<file path="src/rtl/m65c02_int_stim_pkg.sv">
// rtl/m65c02_int_stim_pkg.sv - shared encodings for the M65C02 interrupt/stimulus generator
package m65c02_int_stim_pkg;

    typedef enum logic [1:0] {
        ST_IDLE   = 2'd0,
        ST_COUNT  = 2'd1,
        ST_ASSERT = 2'd2
    } chan_state_e;

    typedef enum logic [1:0] {
        MODE_LEVEL    = 2'b00,
        MODE_PULSE    = 2'b01,
        MODE_PERIODIC = 2'b10,
        MODE_RSVD     = 2'b11
    } mode_e;

    localparam logic [1:0] REG_CTRL   = 2'd0;
    localparam logic [1:0] REG_DLY_LO = 2'd1;
    localparam logic [1:0] REG_DLY_HI = 2'd2;
    localparam logic [1:0] REG_PW     = 2'd3;

    localparam int CTRL_ARM_BIT      = 0;
    localparam int CTRL_CLR_BIT      = 1;
    localparam int CTRL_MODE_LSB     = 2;
    localparam int CTRL_STATE_LSB    = 4;
    localparam int CTRL_ASSERTED_BIT = 7;

    // Reserved mode folds to LEVEL; PERIODIC folds to PULSE when that feature is absent.
    function automatic mode_e norm_mode(input logic [1:0] m, input logic periodic_en);
        case (m)
            2'b11:   return MODE_LEVEL;
            2'b10:   return periodic_en ? MODE_PERIODIC : MODE_PULSE;
            default: return mode_e'(m);
        endcase
    endfunction

endpackage

</file>
<file path="src/rtl/m65c02_int_chan.sv">
// rtl/m65c02_int_chan.sv - one channel: registers, FSM, delay and pulse-width counters
// Optional PERIODIC reload is built only with M65C02_INT_STIM_PERIODIC_EN defined.
module m65c02_int_chan
    import m65c02_int_stim_pkg::*;
(
    input  logic       clk,
    input  logic       rst,
    input  logic       ce,
    input  logic       wr_en,
    input  logic [1:0] reg_sel,
    input  logic [7:0] wdata,
    output logic [7:0] rdata,
    output logic       n_int,
    output logic       busy
);

`ifdef M65C02_INT_STIM_PERIODIC_EN
    localparam logic PERIODIC_EN = 1'b1;
`else
    localparam logic PERIODIC_EN = 1'b0;
`endif

    chan_state_e state_q, state_d;
    mode_e       mode_q, mode_d;
    logic [15:0] dly_q, dly_d, cnt_q, cnt_d;
    logic [7:0]  pw_q, pw_d, pwcnt_q, pwcnt_d;
    logic        n_int_q, n_int_d;
    logic        arm, clr;
    logic [7:0]  pw_load;

    assign pw_load = (pw_q == 8'd0) ? 8'd1 : pw_q;

    always_comb begin
        state_d = state_q;
        mode_d  = mode_q;
        dly_d   = dly_q;
        pw_d    = pw_q;
        cnt_d   = cnt_q;
        pwcnt_d = pwcnt_q;
        arm     = 1'b0;
        clr     = 1'b0;

        if (wr_en) begin
            case (reg_sel)
                REG_CTRL: begin
                    mode_d = norm_mode(wdata[CTRL_MODE_LSB +: 2], PERIODIC_EN);
                    arm    = wdata[CTRL_ARM_BIT];
                    clr    = wdata[CTRL_CLR_BIT];
                end
                REG_DLY_LO: dly_d[7:0]  = wdata;
                REG_DLY_HI: dly_d[15:8] = wdata;
                default:    pw_d        = wdata;
            endcase
        end

        // Counters load from the stored DLY/PW, so rewrites only matter at the next load.
        if (clr) begin
            state_d = ST_IDLE;
        end else if (arm) begin
            if (dly_q == 16'd0) begin
                state_d = ST_ASSERT;
                pwcnt_d = pw_load;
            end else begin
                state_d = ST_COUNT;
                cnt_d   = dly_q;
            end
        end else if (ce) begin
            case (state_q)
                ST_COUNT: begin
                    if (cnt_q == 16'd1) begin
                        state_d = ST_ASSERT;
                        pwcnt_d = pw_load;
                    end else begin
                        cnt_d = cnt_q - 16'd1;
                    end
                end
                ST_ASSERT: begin
                    if (pwcnt_q > 8'd1) begin
                        pwcnt_d = pwcnt_q - 8'd1;
                    end else if (mode_d == MODE_PULSE) begin
                        state_d = ST_IDLE;
`ifdef M65C02_INT_STIM_PERIODIC_EN
                    end else if (mode_d == MODE_PERIODIC) begin
                        if (dly_q == 16'd0) begin
                            pwcnt_d = pw_load;
                        end else begin
                            state_d = ST_COUNT;
                            cnt_d   = dly_q;
                        end
`endif
                    end
                end
                default: ;
            endcase
        end

        n_int_d = (state_d != ST_ASSERT);
    end

    always_ff @(posedge clk or posedge rst) begin
        if (rst) begin
            state_q <= ST_IDLE;
            mode_q  <= MODE_LEVEL;
            dly_q   <= 16'd0;
            pw_q    <= 8'd0;
            cnt_q   <= 16'd0;
            pwcnt_q <= 8'd0;
            n_int_q <= 1'b1;
        end else begin
            state_q <= state_d;
            mode_q  <= mode_d;
            dly_q   <= dly_d;
            pw_q    <= pw_d;
            cnt_q   <= cnt_d;
            pwcnt_q <= pwcnt_d;
            n_int_q <= n_int_d;
        end
    end

    always_comb begin
        rdata = 8'd0;
        case (reg_sel)
            REG_CTRL: begin
                rdata[CTRL_ASSERTED_BIT]     = ~n_int_q;
                rdata[CTRL_STATE_LSB +: 2]   = state_q;
                rdata[CTRL_MODE_LSB +: 2]    = mode_q;
            end
            REG_DLY_LO: rdata = dly_q[7:0];
            REG_DLY_HI: rdata = dly_q[15:8];
            default:    rdata = pw_q;
        endcase
    end

    assign n_int = n_int_q;
    assign busy  = (state_q != ST_IDLE);

endmodule

</file>
<file path="src/rtl/m65c02_int_stim.sv">
// rtl/m65c02_int_stim.sv - memory-mapped multi-channel interrupt/stimulus generator top
// Optional feature macro: M65C02_INT_STIM_PERIODIC_EN (PERIODIC channel mode).
module m65c02_int_stim
    import m65c02_int_stim_pkg::*;
#(
    parameter int          pChannels = 3,
    parameter logic [15:0] pBaseAddr = 16'hFFF0
) (
    input  logic                 Clk,
    input  logic                 Rst,
    input  logic                 CE,
    input  logic                 WE,
    input  logic                 RE,
    input  logic [15:0]          A,
    input  logic [7:0]           DI,
    output logic [7:0]           DO,
    output logic [pChannels-1:0] nInt,
    output logic                 Busy
);

    logic                 sel;
    logic [1:0]           ch_idx;
    logic [pChannels-1:0] busy_vec;
    logic [7:0]           rdata [pChannels];

    assign sel    = (A[15:4] == pBaseAddr[15:4]);
    assign ch_idx = A[3:2];

    for (genvar g = 0; g < pChannels; g++) begin : g_chan
        m65c02_int_chan u_chan (
            .clk     (Clk),
            .rst     (Rst),
            .ce      (CE),
            .wr_en   (WE && sel && (ch_idx == 2'(g))),
            .reg_sel (A[1:0]),
            .wdata   (DI),
            .rdata   (rdata[g]),
            .n_int   (nInt[g]),
            .busy    (busy_vec[g])
        );
    end

    // Only instantiated channels appear in the mux, so unmapped slots read as 0.
    always_comb begin
        DO = 8'd0;
        if (sel && RE) begin
            for (int i = 0; i < pChannels; i++) begin
                if (ch_idx == i[1:0]) DO = rdata[i];
            end
        end
    end

    assign Busy = |busy_vec;

endmodule

</file>
<file path="config.mk">
export PLATFORM = sky130hd
export DESIGN_NAME = m65c02_int_stim
export DESIGN_NICKNAME = d
export VERILOG_FILES = /design/src/rtl/m65c02_int_stim_pkg.sv /design/src/rtl/m65c02_int_chan.sv /design/src/rtl/m65c02_int_stim.sv
export SDC_FILE = /design/constraint.sdc
export NUM_CORES = 1
export LEC_CHECK = 0
export CORE_UTILIZATION = 65
export DETAILED_ROUTE_END_ITERATION = 10
export GPL_TIMING_DRIVEN = 0
export MAX_ROUTING_LAYER = met4
export PLACE_DENSITY = 0.93
export SLEW_MARGIN = 20
export SYNTH_ARGS = -nofsm -noshare
export SYNTH_HDL_FRONTEND = slang
export SYNTH_SLANG_ARGS = --single-unit
</file>
<file path="constraint.sdc">
create_clock -name Clk -period 8.7 [get_ports Clk]
set_input_delay 1.74 -clock Clk [delete_from_list [all_inputs] [get_ports Clk]]
set_output_delay 1.74 -clock Clk [all_outputs]
set_load 0.01 [all_outputs]
</file>
# --- Yosys cells after proc, flatten, opt, wreduce, memory -nomap -nowiden ---
# Cells that the tools add are included.
word_totals:
  ff_bits: 159
  word_cells: 210
  input_bits: 29
op_classes:
  addsub: 6
  muxes: 91
  order_cmp: 3
  n_reduce_logical: 42
  n_bitwise: 7
  n_eq_ne: 37
op_table:
  columns: ["operator", "count"]
  rows:
  - ["$mux 16", 15]
  - ["$mux 8", 22]
  - ["$mux 2", 27]
  - ["$eq 16x1->1 const B", 3]
  - ["$logic_not 16->1", 3]
  - ["$pmux 8 s2", 3]
  - ["$sub 16x1->16 const B", 3]
  - ["$pmux 4 s3", 3]
  - ["$gt 8x1->1 const B", 3]
  - ["$logic_not 8->1", 3]
  - ["$sub 8x1->8 const B", 3]
  - ["$ne 2x2->1 const B", 9]
  - ["$ne 3x1->1 const B", 6]
  - ["$pmux 1 s3", 6]
  - ["$pmux 2 s3", 3]
  - ["$reduce_and 2->1", 9]
  - ["$reduce_and 6->1", 3]
  - ["$reduce_bool 2->1", 9]
  - ["$eq 2x1->1 const B", 8]
  - ["$pmux 2 s2", 4]
  - ["$reduce_and 5->1", 3]
  - ["$eq 2x2->1 const B", 7]
  - ["$eq 12x12->1 const B", 1]
  - ["$reduce_bool 3->1", 3]
  - ["other kinds (6)", 27]

# --- Longest topological paths before layout ---
# Gate-level depths: netlist of run 1.
logic_depth:
  word_depth: 12
  depth_mapped: 10
  depth_no_buf: 8

# --- Cells and area by module ---
# From an unflattened synthesis of run 1, not the netlist that was laid out.
unflattened:
  cells_unflattened: 1013
  area_unflattened_um2: 9972.1
by_module_without_submodules:
  columns: ["mod", "n_inst", "seq_area_each_um2", "area_per_inst_um2", "cells_per_inst"]
  rows:
  - ["m65c02_int_chan at g_chan[0].u_chan ...", 2, 1327.5, 3199.3, 321]
  - ["m65c02_int_chan at g_chan[2].u_chan", 1, 1327.5, 3195.6, 321]
  - ["m65c02_int_stim", 1, 0.0, 377.9, 50]

# --- Least setup slack after synthesis of run 1 ---
# Ideal clock, no wire load.
synth_path:
  path_kind: "input to output"
  start: "input A[0]"
  end: "output DO[6]"
  required_time_ns: 6.960
  arrival_ns: 3.261
  path_buffers: 2
  path_stages: 7
  setup_slack_ns: 3.699
  cell_sequence: "buf_1 > nor2b_1 > clkbuf_1 > a22oi_1 > a211oi_1 > a21oi_1 > nor2_1"
synth_between:
  elab_chain_cells: 6
  word_cells_on_any_way: 10
synth_rtl:
  columns: ["item", "line_no", "text"]
  rows:
  - ["start: declaration", "m65c02_int_stim.sv:14", "input logic [15:0] A,"]
  - ["$eq 2x2->1 (tied with other cells)", "m65c02_int_chan.sv:122", "case (reg_sel)"]
  - ["$pmux 1 s3", "m65c02_int_chan.sv:122", null]
  - ["$mux 8 (2 in series)", "m65c02_int_stim.sv:48", "if (ch_idx == i[1:0]) DO = rdata[i];"]
  - ["$mux 8 *", "m65c02_int_stim.sv:48", null]
  - ["$mux 8 *", "m65c02_int_stim.sv:46", "if (sel && RE) begin"]
  - ["end: declaration", "m65c02_int_stim.sv:16", "output logic [7:0] DO,"]
# Every way passes the cells marked *; elsewhere a longest branch is shown, timed or not.

# --- Worst setup path in the final report of run 1 ---
layout_path:
  start: "input A[0]"
  end: "output DO[1]"
layout_between:
  elab_chain_cells: 6
  word_cells_on_any_way: 10
layout_rtl:
  columns: ["item", "line_no"]
  rows:
  - ["$eq 2x2->1 (tied with other cells)", "m65c02_int_chan.sv:122"]
  - ["$pmux 2 s3", "m65c02_int_chan.sv:122"]
  - ["$mux 8 (2 in series)", "m65c02_int_stim.sv:48"]
  - ["$mux 8 *", "m65c02_int_stim.sv:48"]
  - ["$mux 8 *", "m65c02_int_stim.sv:46"]
# Marked as above.

==> results of run 1 <==
logic make-up (layout without fill, tap and decap cells):
group                      after synthesis  count (layout)  synth area share, %
AOI/OAI and AO/OA                      283             283                 19.1
and+or+nand+nor                        350             350                 19.3
adders and majority gates               23              23                 2.98
DFF                                    159             159                 41.2
buffers and inverters                   85             156                 3.78
muxes                                  103             103                 13.6
synthesized netlist by cell type, types with 6 or more instances:
| library cell | number |
|---|---|
| o31ai_1 | 10 |
| ha_1 | 23 |
| nor3b_1 | 6 |
| o21ai_0 | 64 |
| a21o_1 | 8 |
| o22ai_1 | 10 |
| inv_1 | 33 |
| a22oi_1 | 12 |
| nor3_1 | 42 |
| nor2_1 | 64 |
| mux2i_1 | 12 |
| clkbuf_1 | 31 |
| a31o_2 | 7 |
| nand2b_1 | 9 |
| and2_1 | 6 |
| mux2_2 | 74 |
| nand3_1 | 38 |
| a21oi_1 | 79 |
| a22o_1 | 9 |
| nor4_1 | 27 |
| or2_2 | 7 |
| buf_2 | 10 |
| mux4_2 | 15 |
| a221oi_1 | 6 |
| o2bb2ai_1 | 18 |
| nand4_1 | 18 |
| nand3b_1 | 7 |
| dfrtp_1 | 156 |
| o21ai_1 | 7 |
| a31oi_1 | 11 |
| nor2b_1 | 9 |
| nand2_1 | 80 |
layout make-up:
cell class	count	area (um2)
multi-input cells	759	5310
plain buffers	51	238
repair buffers	39	408
fillers	992	3680
well taps	184	230
inverters	34	135
flip-flops and latches	159	3980
clock buffers	22	474
clock inverters	10	78.8
metal layers:
layer / up-vias / GRT usage [%] / share of wire, %
li1: 3905 / - / -
met1: 4339 / 52.1 / 38
met2: 678 / 60.1 / 46
met3: 152 / 10.1 / 12
met4: 0 / 21.5 / 5.0
met5: - / - / 0
how the worst max path moves through the flow:
stage / endpoint / slack (ns) / depth (start not counted)
CTS: DO[1] / 2.06 / 9
global placement: g_chan[1].u_chan.pwcnt_q[5] / 0.64 / 2
detailed placement: DO[1] / 2.08 / 9
floorplan: g_chan[0].u_chan.cnt_q[0] / 2.67 / 1
finish: DO[1] / 1.91 / 9
global route: DO[1] / 1.81 / 9
cells in the final DEF, fill, tap and decap left out, types with 17 or more instances in the layout:
master,count
o21ai_0,64
clkbuf_16,17
ha_1,23
mux2_2,74
nor4_1,27
nand3_1,38
inv_1,32
clkdlybuf4s50_1,38
o2bb2ai_1,18
nor2_1,64
nand2_1,80
nand4_1,18
a21oi_1,79
dfrtp_1,156
clkbuf_1,33
nor3_1,42
per-stage QoR:
step / total power (uW) / hold WS (ns)
after floorplan: 1090 / 0.458
after global placement: 1180 / 0.485
after detailed placement: 1200 / 0.498
after CTS: 1900 / 0.515
after global routing: 1980 / 0.554
final: 1920 / 0.525
report_power, final:
group | total (uW) | leakage, uW | switching [uW] | internal (uW)
sequential | 833 | 0.00212 | 47.9 | 785
combinational | 372 | 0.00243 | 222 | 150
clock | 713 | 0.000260 | 322 | 391
registers in the layout (all words and copies together), names as in the netlist:
name and count:
g_chan.u_chan.cnt_q 48, g_chan.u_chan.pw_q 24, g_chan.u_chan.pwcnt_q 24, g_chan.u_chan.n_int 3, g_chan.u_chan.state_q 6, g_chan.u_chan.mode_q 6, g_chan.u_chan.dly_q 48
==> results.yml, run 1 <==
status:
  status: "complete, no violations"
floorplan:
  die_x_um: 124
  die_h_um: 124
  io_pins: 41
  rows: 44
  coreArea_um2: 14500
  start_util_pct: 66.4
  dieArea_um2: 15300
clock_network:
  clk_pin_slew_ns: 0.06
  post_cts_buffers: 0
  clock_latency_ns: 0.44
  ctsRootBufferMaster: "clkbuf_16"
  ctsHoldBuffers: 0
  clk_path_buf_depth: 2
  cts_sinks: 159
  post_cts_resize_count: 0
  cts_tree: "built"
  htreeDepth: 4
  cts_made_buffers: 17
worst_setup_path:
  path_cells: "clkdlybuf4s50_1 > buf_1 > nor2b_1 > clkbuf_1 > a221oi_1 > nor2_1 > a21oi_1 > nor3_1 > clkdlybuf4s50_1"
  cp_common_cell: "clkdlybuf4s50_1"
  cp.arrival_ns: 5.05
  cp_top_family: "buffers and inverters"
  critPathRequiredTime_ns: 6.96
  slowest_stage: "clkdlybuf4s50_1"
  regToRegSetupSlack_ns: 5.72
  endpoint_kind: "primary output"
  startpoint: "A[0]"
  path_buf_inv: 4
  r2r_end: "g_chan[1].u_chan.pwcnt_q[1]"
  startpoint_type: "input pin"
  r2r-start: "g_chan[1].u_chan.pwcnt_q[2]"
  max_stage_delay_ns: 0.61
  path_max_fanout: 10
  r2r_cells: 7
  crit_type: "in2out"
pwr:
  cellLeakagePower_uw: 0.00482
  ir_drop_mv: 0.210
  power_density_nw_per_um2: 177
sta:
  report.final.slew_viol_count: 0
  rsz0062_at_grt: "false"
  timing.final.crit_share_pct: 78.1
  final.setup.tns_ns: 0
  fin_ws_ns: 1.91
  setup_violations: 0
  timing.slew.headroom_pct: 40.2
  finClkSkew_ns: 0.0127
  hold_violations: 0
  period_needed_ns: 6.79
  worst_pin_slew_ns: 0.885
  max_freq_ghz: 0.147
yosys:
  synth-edff-count: 0
  syn_avg_cell_area_um2: 9.63
  syn_nets: 1055
  async_flop_share_pct: 100
  yosysTopAreaCellShare_pct: 40.4
  yosysUniqueCellTypes: 82
  synth_top_area_cell: "dfrtp_1"
  synth.area.top_cells: "dfrtp_1 (40%), mux2_2 (8.6%), a21oi_1 (4.1%)"
  synthFlopType: "dfrtp_1"
  synthesis.area_um2: 9660
  yosysSeqAreaShare_pct: 41.2
  ys_seq_elements: 159
  yosysWarnings: 0
  synthCells: 1003
placement:
  portBuffers: 38
  placed_cells: 1226
  dpl.hpwl_um: 19600
  gp_congestion: 0.990
  post-place-ws_ns: 2.08
  dpl-instance-area_um2: 10300
global_routing:
  grt_usage_pct: 40.8
  grt_max_degree: 88
  grt_pass1_wl_um: 45200
  globalRouteOverflowTotal: 0
  antenna_found_initial: 0
  grt_pass1_vias: 8553
routing:
  wl_um: 28600
  drc: 0
  drtIter0Drc: 1387
  firstDrtPassIters: 7
  wire_per_inst_um: 22.7
  via_per_inst: 7.21
  ant_nets: 0
  vias: 9074
layout:
  final_cells: 1258
  design_area_um2: 10900
  area_growth_syn_to_layout_pct: 12.4
  drive_above_1_share_pct: 16.0
  fin_util_pct: 74.7
  layout.nets: 1113
  antenna_cells: 0
worst_hold_path:
  hold_start: "g_chan[0].u_chan.pwcnt_q[5]"
  hold_end: "g_chan[0].u_chan.pwcnt_q[5]"
  min_path_cells: 1
  hold_class: "reg2reg"
job:
  maxCapViolCount: 0
No activity file was read; power rests on OpenSTA's default activity.
==> inputs of run 2 (changes only) <==
CORE_UTILIZATION = 62   (was 65)
PLACE_DENSITY = 0.89   (was 0.93)
clock period = 6.9 ns   (was 8.7 ns; I/O delays follow)
==> results.yml, run 2 (synthesis gave the netlist of run 1 again) <==
sta:
  period_needed_ns: 6.06
  fin_ws_ns: 0.842
  timing.slew.headroom_pct: 36.8
  finClkSkew_ns: 0.00957
  hold_violations: 0
  max_freq_ghz: 0.165
  worst_pin_slew_ns: 0.943
  timing.final.crit_share_pct: 87.8
  rsz0062_at_grt: "false"
  report.final.slew_viol_count: 0
  setup_violations: 0
floorplan:
  coreArea_um2: 15200
  io_pins: 41
  die_h_um: 127
  rows: 45
  dieArea_um2: 16100
  die_x_um: 127
  start_util_pct: 63.5
global_routing:
  globalRouteOverflowTotal: 0
  grt_max_degree: 91
  grt_usage_pct: 37.4
  grt_pass1_vias: 8496
  grt_pass1_wl_um: 44900
  antenna_found_initial: 0
clock_network:
  ctsHoldBuffers: 0
  post_cts_resize_count: 0
  cts_sinks: 159
  cts_tree: "built"
  post_cts_buffers: 0
  clk_path_buf_depth: 2
  htreeDepth: 4
  clock_latency_ns: 0.44
  clk_pin_slew_ns: 0.06
  cts_made_buffers: 17
  ctsRootBufferMaster: "clkbuf_16"
job:
  maxCapViolCount: 0
routing:
  wl_met3_um: 2900
  vias: 8981
  ant_nets: 0
  drtIter0Drc: 1309
  wire_per_inst_um: 22.2
  wl_met1_um: 11100
  drc: 0
  wl_met2_um: 12900
  wl_um: 28000
  firstDrtPassIters: 9
  via_per_inst: 7.12
  highest_layer: "met4"
layout:
  drive_above_1_share_pct: 16.2
  final_cell_mix: "dfrtp_1 (156), nand2_1 (80), a21oi_1 (79), mux2_2 (74)"
  n_fill_cell: 1072
  seq_area_um2: 3980
  antenna_cells: 0
  fin_util_pct: 71.6
  area_growth_syn_to_layout_pct: 12.8
  largest_registers: "g_chan.u_chan.cnt_q: 48 flops, g_chan.u_chan.dly_q: 48 flops"
  layout.nets: 1113
  multi_input_area_um2: 5310
  mostFrequentLayoutCell: "dfrtp_1"
worst_setup_path:
  max_stage_delay_ns: 0.60
  critPathRequiredTime_ns: 5.52
  endpoint_kind: "primary output"
  crit_type: "in2out"
  slowest_stage: "clkdlybuf4s50_1"
  cp_common_cell: "clkdlybuf4s50_1"
  startpoint_type: "input pin"
  path_max_fanout: 10
  cp.arrival_ns: 4.68
  path_cells: "clkdlybuf4s50_1 > buf_1 > nor2b_1 > clkbuf_1 > a221oi_1 > nor2_1 > a21oi_1 > nor3_1 > clkdlybuf4s50_1"
pwr:
  cellLeakagePower_uw: 0.00484
  power_density_nw_per_um2: 226
  ir_drop_mv: 0.239
placement:
  gp_congestion: 0.987
  dpl.hpwl_um: 19300
  portBuffers: 38
  post-place-ws_ns: 0.967
status:
  status: "complete, no violations"
worst_hold_path:
  hold_class: "reg2reg"
## run 2: cell count changes in the layout (fill, tap and decap cells not counted), sizes merged
cell,delta
clkinv,+1
clkbuf,-4
clkinvlp,-2
bufinv,+1
inv,+4
## run 2: stage by stage
stage               hold WS (ns)  area [um2]  setup TNS, ns  cells  power [uW]
CTS                        0.503       10900              0   1262        2450
finish                     0.513       10900              0   1262        2460
floorplan                  0.458        9660              0   1003        1370
detailed placement         0.490       10300              0   1230        1510
global route               0.532       10900              0   1262        2550
global placement           0.482       10300        -141.13   1229        1490
## run 2: metal layers
layer,track usage [%],up-vias
met1,49.1,4347
met3,7.80,112
met2,56.4,600
li1,-,3922
met5,-,-
met4,16.2,0
## run 2: worst max-delay path, delay by kind of cell
family                 cells  cell delay [ns]
AND/OR/NAND/NOR            3             0.79
buffers and inverters      4             2.22
AO/OA/AOI/OAI              2             0.29
## run 2: path summary, 6_finish.rpt
path / to / cells after the start / start / slack (ns)
max: DO[1] / 9 / A[0] / 0.84
min: g_chan[0].u_chan.pwcnt_q[5] / 1 / g_chan[0].u_chan.pwcnt_q[5] / 0.51
max reg2reg: g_chan[1].u_chan.pwcnt_q[1] / 9 / g_chan[1].u_chan.cnt_q[1] / 4.07
min reg2reg: g_chan[0].u_chan.pwcnt_q[5] / 1 / g_chan[0].u_chan.pwcnt_q[5] / 0.51
max in group asynchronous: g_chan[1].u_chan.cnt_q[5] / 3 / Rst / 4.70
min in group asynchronous: g_chan[0].u_chan.pwcnt_q[2] / 2 / Rst / 1.38
## run 2: cell type report
class	count	area share [%]
inverter	34	1.24
sequential	159	36.6
timing repair buffer	39	3.75
clock buffer	18	4.03
buffer	51	2.18
clock inverter	14	1.32
tap	188	2.16
multi-input combinational	759	48.7
## run 2: where the power goes
group | internal (uW) | switching [uW]
sequential | 990 | 61.8
clock | 518 | 430
combinational | 189 | 268
